File: src/rtl/tempo_step_gen_if.sv
// Control and status bundle between the sequencer controller and the tempo/step generator.
interface tempo_step_gen_if #(
  parameter int MAX_STEPS = 16,
  parameter int DIV_W     = 32,
  parameter int STEP_W    = $clog2(MAX_STEPS)
);
  logic              start;
  logic              pause;
  logic              stop;
  logic [DIV_W-1:0]  step_len;
  logic [DIV_W-1:0]  swing;
  logic [STEP_W-1:0] last_step;
  logic [STEP_W-1:0] step_num;
  logic              step_tick;
  logic              bar_tick;
  logic              beat_clk;
  logic              running;

  modport master (
    output start, pause, stop, step_len, swing, last_step,
    input  step_num, step_tick, bar_tick, beat_clk, running
  );

  modport slave (
    input  start, pause, stop, step_len, swing, last_step,
    output step_num, step_tick, bar_tick, beat_clk, running
  );
endinterface

File: src/rtl/tempo_step_gen.sv
// Programmable step/tempo generator: per-step length with swing, variable pattern
// length and start/pause/stop transport; drives step address, strobes and beat LED.
module tempo_step_gen #(
  parameter int MAX_STEPS = 16,
  parameter int DIV_W     = 32,
  parameter int MIN_LEN   = 2,
  parameter int STEP_W    = $clog2(MAX_STEPS)
) (
  input  logic            CLOCK_50,
  input  logic            reset,
  tempo_step_gen_if.slave bus
);
  typedef enum logic [1:0] {STOPPED, RUNNING, PAUSED} state_t;

  state_t            state_q, state_d;
  logic [DIV_W-1:0]  cnt_q, cnt_d;
  logic [DIV_W-1:0]  len_q, len_d;
  logic [STEP_W-1:0] step_q, step_d;
  logic              step_tick_q, step_tick_d;
  logic              bar_tick_q, bar_tick_d;
  logic              beat_q, beat_d;
  logic              running_q;

  logic [DIV_W-1:0]  base, sw, len_even, len_odd;
  logic [DIV_W:0]    sum_even;
  logic [STEP_W-1:0] nxt;
  logic              advance, launch;

  // Candidate lengths for the step about to begin, from the live inputs.
  always_comb begin
    base     = (bus.step_len < DIV_W'(MIN_LEN)) ? DIV_W'(MIN_LEN) : bus.step_len;
    sw       = (bus.swing > (base >> 1)) ? (base >> 1) : bus.swing;
    sum_even = {1'b0, base} + {1'b0, sw};
    len_even = sum_even[DIV_W] ? '1 : sum_even[DIV_W-1:0];
    len_odd  = base - sw;
    nxt      = (step_q >= bus.last_step) ? '0 : step_q + 1'b1;
  end

  always_comb begin
    state_d     = state_q;
    cnt_d       = cnt_q;
    len_d       = len_q;
    step_d      = step_q;
    beat_d      = beat_q;
    step_tick_d = 1'b0;
    bar_tick_d  = 1'b0;
    advance     = 1'b0;
    launch      = 1'b0;

    if (bus.stop) begin
      state_d = STOPPED;
      cnt_d   = '0;
      step_d  = '0;
      beat_d  = 1'b0;
    end else if (bus.start) begin
      // start also shadows a simultaneous pause while already running
      case (state_q)
        STOPPED: launch  = 1'b1;
        default: advance = 1'b1;
      endcase
      state_d = RUNNING;
    end else if (bus.pause && state_q == RUNNING) begin
      state_d = PAUSED;
    end else if (state_q == RUNNING) begin
      advance = 1'b1;
    end

    if (launch) begin
      cnt_d       = '0;
      step_d      = '0;
      len_d       = len_even;
      step_tick_d = 1'b1;
      bar_tick_d  = 1'b1;
    end else if (advance) begin
      if (cnt_q == len_q - 1'b1) begin
        cnt_d       = '0;
        step_d      = nxt;
        len_d       = nxt[0] ? len_odd : len_even;
        step_tick_d = 1'b1;
        bar_tick_d  = (nxt == '0);
      end else begin
        cnt_d = cnt_q + 1'b1;
      end
    end

    if (launch || advance)
      beat_d = (cnt_d < (len_d >> 1));
  end

  always_ff @(posedge CLOCK_50) begin
    if (reset) begin
      state_q     <= STOPPED;
      cnt_q       <= '0;
      len_q       <= DIV_W'(MIN_LEN);
      step_q      <= '0;
      step_tick_q <= 1'b0;
      bar_tick_q  <= 1'b0;
      beat_q      <= 1'b0;
      running_q   <= 1'b0;
    end else begin
      state_q     <= state_d;
      cnt_q       <= cnt_d;
      len_q       <= len_d;
      step_q      <= step_d;
      step_tick_q <= step_tick_d;
      bar_tick_q  <= bar_tick_d;
      beat_q      <= beat_d;
      running_q   <= (state_d == RUNNING);
    end
  end

  assign bus.step_num  = step_q;
  assign bus.step_tick = step_tick_q;
  assign bus.bar_tick  = bar_tick_q;
  assign bus.beat_clk  = beat_q;
  assign bus.running   = running_q;
endmodule

File: src/flat_wrapper.sv
// flat-port wrapper written by rule: the top's interface ports become plain ports
module tempo_step_gen_flat 
#(
  parameter int MAX_STEPS = 16,
  parameter int DIV_W     = 32,
  parameter int MIN_LEN   = 2,
  parameter int STEP_W    = $clog2(MAX_STEPS)
)
  (CLOCK_50, reset, bus_start, bus_pause, bus_stop, bus_step_len, bus_swing, bus_last_step, bus_step_num, bus_step_tick, bus_bar_tick, bus_beat_clk, bus_running);
  tempo_step_gen_if #(.MAX_STEPS(MAX_STEPS), .DIV_W(DIV_W), .STEP_W(STEP_W)) bus_i ();
  input  logic CLOCK_50;
  input  logic reset;
  input wire logic [$bits(bus_i.start)-1:0] bus_start;
  input wire logic [$bits(bus_i.pause)-1:0] bus_pause;
  input wire logic [$bits(bus_i.stop)-1:0] bus_stop;
  input wire logic [$bits(bus_i.step_len)-1:0] bus_step_len;
  input wire logic [$bits(bus_i.swing)-1:0] bus_swing;
  input wire logic [$bits(bus_i.last_step)-1:0] bus_last_step;
  output wire logic [$bits(bus_i.step_num)-1:0] bus_step_num;
  output wire logic [$bits(bus_i.step_tick)-1:0] bus_step_tick;
  output wire logic [$bits(bus_i.bar_tick)-1:0] bus_bar_tick;
  output wire logic [$bits(bus_i.beat_clk)-1:0] bus_beat_clk;
  output wire logic [$bits(bus_i.running)-1:0] bus_running;
  assign bus_i.start = bus_start;
  assign bus_i.pause = bus_pause;
  assign bus_i.stop = bus_stop;
  assign bus_i.step_len = bus_step_len;
  assign bus_i.swing = bus_swing;
  assign bus_i.last_step = bus_last_step;
  assign bus_step_num = bus_i.step_num;
  assign bus_step_tick = bus_i.step_tick;
  assign bus_bar_tick = bus_i.bar_tick;
  assign bus_beat_clk = bus_i.beat_clk;
  assign bus_running = bus_i.running;
  tempo_step_gen #(.MAX_STEPS(MAX_STEPS), .DIV_W(DIV_W), .MIN_LEN(MIN_LEN), .STEP_W(STEP_W)) u_core (.CLOCK_50(CLOCK_50), .reset(reset), .bus(bus_i));
endmodule
File: config.mk
export PLATFORM = sky130hd
export DESIGN_NAME = tempo_step_gen_flat
export DESIGN_NICKNAME = d
export VERILOG_FILES = /design/src/rtl/tempo_step_gen_if.sv /design/src/rtl/tempo_step_gen.sv /design/src/flat_wrapper.sv
export SDC_FILE = /design/constraint.sdc
export NUM_CORES = 1
export LEC_CHECK = 0
export ABC_CLOCK_PERIOD_IN_PS = 21900
export CORE_ASPECT_RATIO = 0.8
export CORE_UTILIZATION = 30
export DETAILED_ROUTE_END_ITERATION = 8
export PLACE_DENSITY = 0.56
export SLEW_MARGIN = 20
export SYNTH_ARGS = -nofsm -noshare
export SYNTH_HDL_FRONTEND = slang
export SYNTH_SLANG_ARGS = --single-unit
File: constraint.sdc
create_clock -name CLOCK_50 -period 21.9 [get_ports CLOCK_50]
set_input_delay 4.38 -clock CLOCK_50 [delete_from_list [all_inputs] [get_ports CLOCK_50]]
set_output_delay 4.38 -clock CLOCK_50 [all_outputs]
set_load 0.05 [all_outputs]
==> impl_metrics.env, run 1 <==
export IMPL_htree_levels=3
export IMPL_yosysTopAreaCell="ha_1"
export IMPL_postRouteAntennaNets=0
export IMPL_ys_flop_type="dfxtp_1"
export IMPL_slew_violations=0
export IMPL_cts_resized=0
export IMPL_synth_top_area_share_pct=14.9
export IMPL_syn_cell_area_mm2=0.0110
export IMPL_maxCapViolCount=0
export IMPL_fp_dieArea_mm2=0.0374
export IMPL_grt_pass1_vias=10500
export IMPL_crit_type="in2reg"
export IMPL_dp_slack_ps=7440
export IMPL_layout_commonest_cell="nor2_1"
export IMPL_hold_depth=2
export IMPL_final_core_util_pct=34.6
export IMPL_dp_hpwl_um=30700
export IMPL_multi_input_area_mm2=0.00885
export IMPL_place_congestion=0.909
export IMPL_reg2reg_depth=19
export IMPL_rrSetupSlack_ps=15200
export IMPL_syn_inst=1489
export IMPL_grt_use_total_pct=19.8
export IMPL_fin_crit_sh_pct=65.5
export IMPL_critPathMaxStageDelay_ps=710
export IMPL_synth_edff_count=0
export IMPL_dr_pass1_iters=9
export IMPL_n_antenna_cell=0
export IMPL_die_x_um=216
export IMPL_finalSetupViolCount=0
export IMPL_die_h_um=173
export IMPL_via_per_inst=5.74
export IMPL_synth_area_leaders="ha_1 (15%), dfxtp_1 (13%), nor2_1 (5.3%), a21oi_1 (5.1%), xnor2_1 (3.7%)"
export IMPL_r2r_start="u_core.len_q[5]"
export IMPL_cts_hold_buffers=0
export IMPL_relSlewSlack_pct=28.8
export IMPL_max_freq_mhz=69.7
export IMPL_hold_violations=0
export IMPL_power_leakage_nw=5.08
export IMPL_hp_start="u_core.len_q[0]"
export IMPL_clkSinkCount=74
export IMPL_post_cts_buffers=0
export IMPL_first_iter_violations=1096
export IMPL_peakVddDrop_v=0.0000382
export IMPL_initial_core_util_pct=30.6
export IMPL_mostFrequentLayoutCells="nor2_1 (154), ha_1 (131), a21oi_1 (113)"
export IMPL_hold_path_class="reg2reg"
export IMPL_cts_root_buffer="clkbuf_16"
export IMPL_cp_data_arrival_time_ps=14540
export IMPL_ys_ff_latch=74
export IMPL_critical_path_slowest_cell="buf_4"
export IMPL_grt_start_max_net_pins=62
export IMPL_finalCriticalPeriod_ps=14340
export IMPL_tightest_slew_ps=1060
export IMPL_cts_buffer_depth=2
export IMPL_cts_tree="yes"
export IMPL_io_buffer_count=80
export IMPL_dp_cells=1958
export IMPL_rr_endpoint="u_core.bus.beat_clk"
export IMPL_routed_wirelength_um=37600
export IMPL_rsz0062_at_grt="no"
export IMPL_setup_ws_ps=7560
export IMPL_n_fill_cell=3908
export IMPL_tns_ps=0
export IMPL_syn2layout_area_growth_pct=13.2
export IMPL_vias=11300
export IMPL_path_clk_slew_ps=60
export IMPL_drcViolationCount=0
export IMPL_cp_start_kind="input pin"
export IMPL_antenna_found_initial=0
export IMPL_required_ps=22100
export IMPL_pin_count=81
export IMPL_num_rows=62
export IMPL_status="completed"
export IMPL_clock_latency_ps=350
export IMPL_core_region_area_mm2=0.0360
export IMPL_yosysSeqAreaShare_pct=13.5
export IMPL_totalPowerFinal_w=0.000684
export IMPL_ys_types=84
export IMPL_end_kind="flop"
export IMPL_hold_end="u_core.len_q[0]"
export IMPL_p_per_area_mw_per_mm2=54.9
export IMPL_avgSynthCellArea_um2=7.39
export IMPL_path_max_fanout=61
export IMPL_grt_pass1_wl_um=59400
export IMPL_nNetsFinal=1695
export IMPL_synth_async_reset_ratio_pct=0
export IMPL_synth_nets=1695
export IMPL_post_drt_wl_per_cell_um=19.1
export IMPL_seq_area_mm2=0.00148
export IMPL_final_cell_count_no_fill=1974
export IMPL_cts_buffers=9
export IMPL_drive_gt1_share_pct=6.29
export IMPL_grt_overflow_total=0
export IMPL_fin_skew_ps=9.28
export IMPL_synth_warning_count=0
[where the power goes]
part           leakage [nW]  internal, W  switching (W)
registers             0.602     0.000141      0.0000117
logic                  4.30     0.000142       0.000211
clock network         0.169     0.000118      0.0000610
total                  5.08     0.000400       0.000284
[critical path, delay by kind of cell]
family / cells / cell delay (ps)
AOI/OAI and AO/OA: 17 / 3630
muxes: 2 / 740
buffers and inverters: 4 / 1450
and+or+nand+nor: 11 / 3150
adders and majority gates: 4 / 1150
[area by class of cell]
type                            instances  area share [%]
Tap cell                              480            4.82
Clock buffer                           12            2.06
Multi-Input combinational cell       1239            71.1
Timing Repair Buffer                   92            7.12
Clock inverter                          4           0.784
Inverter                               73            2.20
Sequential cell                        74            11.9
[worst max-delay path by stage]
stage                      from                   to  slack [ps]  cells past startpoint
5_1_grt        bus_step_len[30]  u_core.bus.beat_clk        7000                     38
4_1_cts        bus_step_len[30]  u_core.bus.beat_clk        7750                     38
3_3_place_gp   bus_step_len[23]  u_core.bus.beat_clk        7560                     38
2_1_floorplan  bus_step_len[22]  u_core.bus.beat_clk        9810                     37
6_report       bus_step_len[30]  u_core.bus.beat_clk        7560                     38
3_5_place_dp   bus_step_len[30]  u_core.bus.beat_clk        7440                     38
[synthesized netlist by cell type (5+ instances only)]
master      n
nor2_1    154
ha_1      131
a21oi_1   113
clkbuf_1   94
dfxtp_1    74
inv_1      72
nand2_1    64
nor3_1     60
o21ai_0    52
xnor2_1    47
xor2_1     43
a21o_1     37
mux2i_1    35
nand3_1    35
mux2_2     32
a211oi_1   30
nand4_1    27
nand2b_1   25
o21a_1     21
and2_1     20
a31oi_1    19
and3_1     19
nor4_1     19
nor2b_1    16
o31ai_1    16
or4_1      15
o211ai_1   14
or2_2      12
or3_1      11
nor3b_1    10
o22ai_1    10
and4_1      9
o21bai_1    9
o221ai_1    8
a221oi_1    7
a22o_1      7
buf_2       6
nand4b_1    6
o311ai_0    6
o41ai_1     6
a221o_1     5
a22oi_1     5
nor4b_1     5
[registers in the layout (all words and copies together) (netlist names)]
register and cells:
u_core.bus.bar_tick 1, u_core.len_q 32, u_core.bus.running 1, u_core.bus.step_num 4
u_core.bus.step_tick 1, u_core.bus.beat_clk 1, u_core.cnt_q 32, u_core.state_q 2
[per-stage QoR]
stage | area [µm²] | hold WS (ps)
2_1_floorplan | 11000 | 471
3_3_place_gp | 12100 | 528
3_5_place_dp | 12100 | 538
4_1_cts | 12400 | 548
5_1_grt | 12400 | 572
6_report | 12400 | 544
[cell families (layout without fill, tap and decap cells)]
family                     count (synthesis)  after routing  synth area share [%]
AOI/OAI and AO/OA                        424            424                  26.2
xor gates and xnor gates                  90             90                  7.17
adders and majority gates                133            133                  15.3
buffers and inverters                    176            181                  6.08
DFF                                       74             74                  13.5
muxes                                     67             67                  6.46
other                                      1              1                0.0341
and+or+nand+nor                          524            524                  25.3
[routing by layer]
metal  up-vias  global-route usage [%]  wire length, µm
met2       327                    29.1            15600
li1       5504                       -                -
met5         -                       0                0
met3        31                    2.86             2310
met4         0                    2.58              376
met1      5469                    30.6            19400
Power figures use the tool's default switching activity.
==> inputs of run 2 (changes only) <==
Settings changed: ABC_CLOCK_PERIOD_IN_PS 21900 to 12100, PLACE_DENSITY 0.56 to 0.58.
Clock period 21.9 ns to 12.1 ns, I/O delays scaled along.
==> run 2 against run 1 <==
  * Total power grew 79%
  * Clock power grew 66%
  * Hold slack lost 15 ps
  * Clock-buffer cell count grew 1
  * Non-clock buffer count grew 13
  * Sequential share of layout area shrank 0.081 points
  * Flip-flop and latch count is the same
  * Clock skew grew 0.79 ps
==> impl_metrics.env, run 2 (synthesized netlist as in run 1, its figures left out) <==
export IMPL_path_max_fanout=33
export IMPL_via_per_inst=5.71
export IMPL_post_drt_wl_per_cell_um=19.0
export IMPL_pin_count=81
export IMPL_final_core_util_pct=34.8
export IMPL_cts_buffers=9
export IMPL_end_kind="flop"
export IMPL_path_clk_slew_ps=60
export IMPL_antenna_found_initial=1
export IMPL_critPathMaxStageDelay_ps=580
export IMPL_grt_overflow_total=0
export IMPL_vias=11300
export IMPL_die_x_um=216
export IMPL_fin_skew_ps=10.1
export IMPL_io_buffer_count=80
export IMPL_mostFrequentLayoutCells="nor2_1 (154), ha_1 (131), a21oi_1 (112)"
export IMPL_cts_hold_buffers=0
export IMPL_multi_input_area_mm2=0.00886
export IMPL_routed_wirelength_um=37800
export IMPL_postRouteAntennaNets=0
export IMPL_dp_hpwl_um=30700
export IMPL_fin_crit_sh_pct=94.7
export IMPL_cp_start_kind="input pin"
export IMPL_cts_resized=0
export IMPL_first_iter_violations=955
export IMPL_n_antenna_cell=0
export IMPL_rrSetupSlack_ps=5350
export IMPL_cp_num_buf_inv=3
export IMPL_p_per_area_mw_per_mm2=97.5
export IMPL_sw_frac_of_total_pct=42.5
export IMPL_seqPwrFrac_pct=22.5
export IMPL_seq_area_mm2=0.00148
export IMPL_cts_root_buffer="clkbuf_16"
export IMPL_crit_type="in2reg"
export IMPL_clkSinkCount=74
export IMPL_fp_dieArea_mm2=0.0374
export IMPL_relSlewSlack_pct=32.8
export IMPL_p_int_w=0.000703
export IMPL_dr_pass1_iters=6
export IMPL_n_fill_cell=3867
export IMPL_nNetsFinal=1708
export IMPL_cts_buffer_depth=2
export IMPL_p_sw_w=0.000519
export IMPL_die_h_um=173
export IMPL_status="completed"
export IMPL_core_region_area_mm2=0.0360
export IMPL_pwr_share_comb_pct=53.2
export IMPL_syn2layout_area_growth_pct=14.0
export IMPL_peakVddDrop_v=0.0000664
export IMPL_p_clk_share_pct=24.3
export IMPL_setup_ws_ps=636
export IMPL_finalCriticalPeriod_ps=11460
export IMPL_design_area_mm2=0.0125
export IMPL_htree_levels=3
export IMPL_num_rows=62
export IMPL_dp_slack_ps=385
export IMPL_place_congestion=0.914
export IMPL_power_leakage_nw=5.13
export IMPL_grt_pass1_vias=10500
export IMPL_dpl_cell_area_mm2=0.0122
export IMPL_max_freq_mhz=87.2
export IMPL_finalSetupViolCount=0
export IMPL_clock_latency_ps=350
export IMPL_cp_data_arrival_time_ps=11680
export IMPL_grt_pass1_wl_um=58800
export IMPL_required_ps=12310
export IMPL_grt_use_total_pct=19.7
export IMPL_timing_hold_ws_ps=529
export IMPL_drcViolationCount=0
export IMPL_tns_ps=0
export IMPL_hold_violations=0
export IMPL_slew_violations=0
export IMPL_drive_gt1_share_pct=7.23
export IMPL_layout_commonest_cell="nor2_1"
export IMPL_critical_path_slowest_cell="clkdlybuf4s50_1"
export IMPL_post_cts_buffers=0
export IMPL_hold_path_class="reg2reg"
export IMPL_maxCapViolCount=0
export IMPL_grt_start_max_net_pins=46
export IMPL_cts_tree="yes"
export IMPL_initial_core_util_pct=30.6
export IMPL_tightest_slew_ps=1000
export IMPL_rsz0062_at_grt="no"
export IMPL_cp_top_family="simple AND/OR/NAND/NOR gates"
[run 2: path summary, 6_finish.rpt]
check / cells after the start / end / startpoint
min: 2 / u_core.len_q[0] / u_core.len_q[0]
min reg2reg: 2 / u_core.len_q[0] / u_core.len_q[0]
max: 37 / u_core.bus.beat_clk / bus_step_len[1]
max reg2reg: 19 / u_core.bus.beat_clk / u_core.len_q[5]
[run 2: final cells by class]
cell class	instances	area share [%]
Clock buffer	13	2.24
Clock inverter	3	0.359
Inverter	73	2.19
Multi-Input combinational cell	1239	70.7
Sequential cell	74	11.8
Tap cell	480	4.79
Timing Repair Buffer	105	7.95
[run 2: power groups by stage]
stage                     Clock (W)  Sequential (W)  Combinational, W
after floorplan                   0        0.000271          0.000459
after global placement            0        0.000280          0.000631
after detailed placement          0        0.000280          0.000633
after CTS                  0.000301        0.000275          0.000637
after global routing       0.000311        0.000277          0.000710
final                      0.000297        0.000275          0.000650
[run 2: metal layers]
layer	GRT usage (%)	wire length [µm]	up-vias
li1	-	-	5543
met1	29.7	18900	5418
met2	29.6	15800	355
met3	3.21	2760	25
met4	2.58	289	0
met5	0	0	-
[run 2: metrics by stage]
step	total power [W]	std cells
2_1_floorplan	0.000731	1489
3_3_place_gp	0.000911	1971
3_5_place_dp	0.000913	1971
4_1_cts	0.00121	1987
5_1_grt	0.00130	1987
6_report	0.00122	1987
[run 2: worst min-delay path, cell delays in order (launching register included)]
cell	delay (ps)
dfxtp_1	350
nand2_1	70
a21oi_1	60
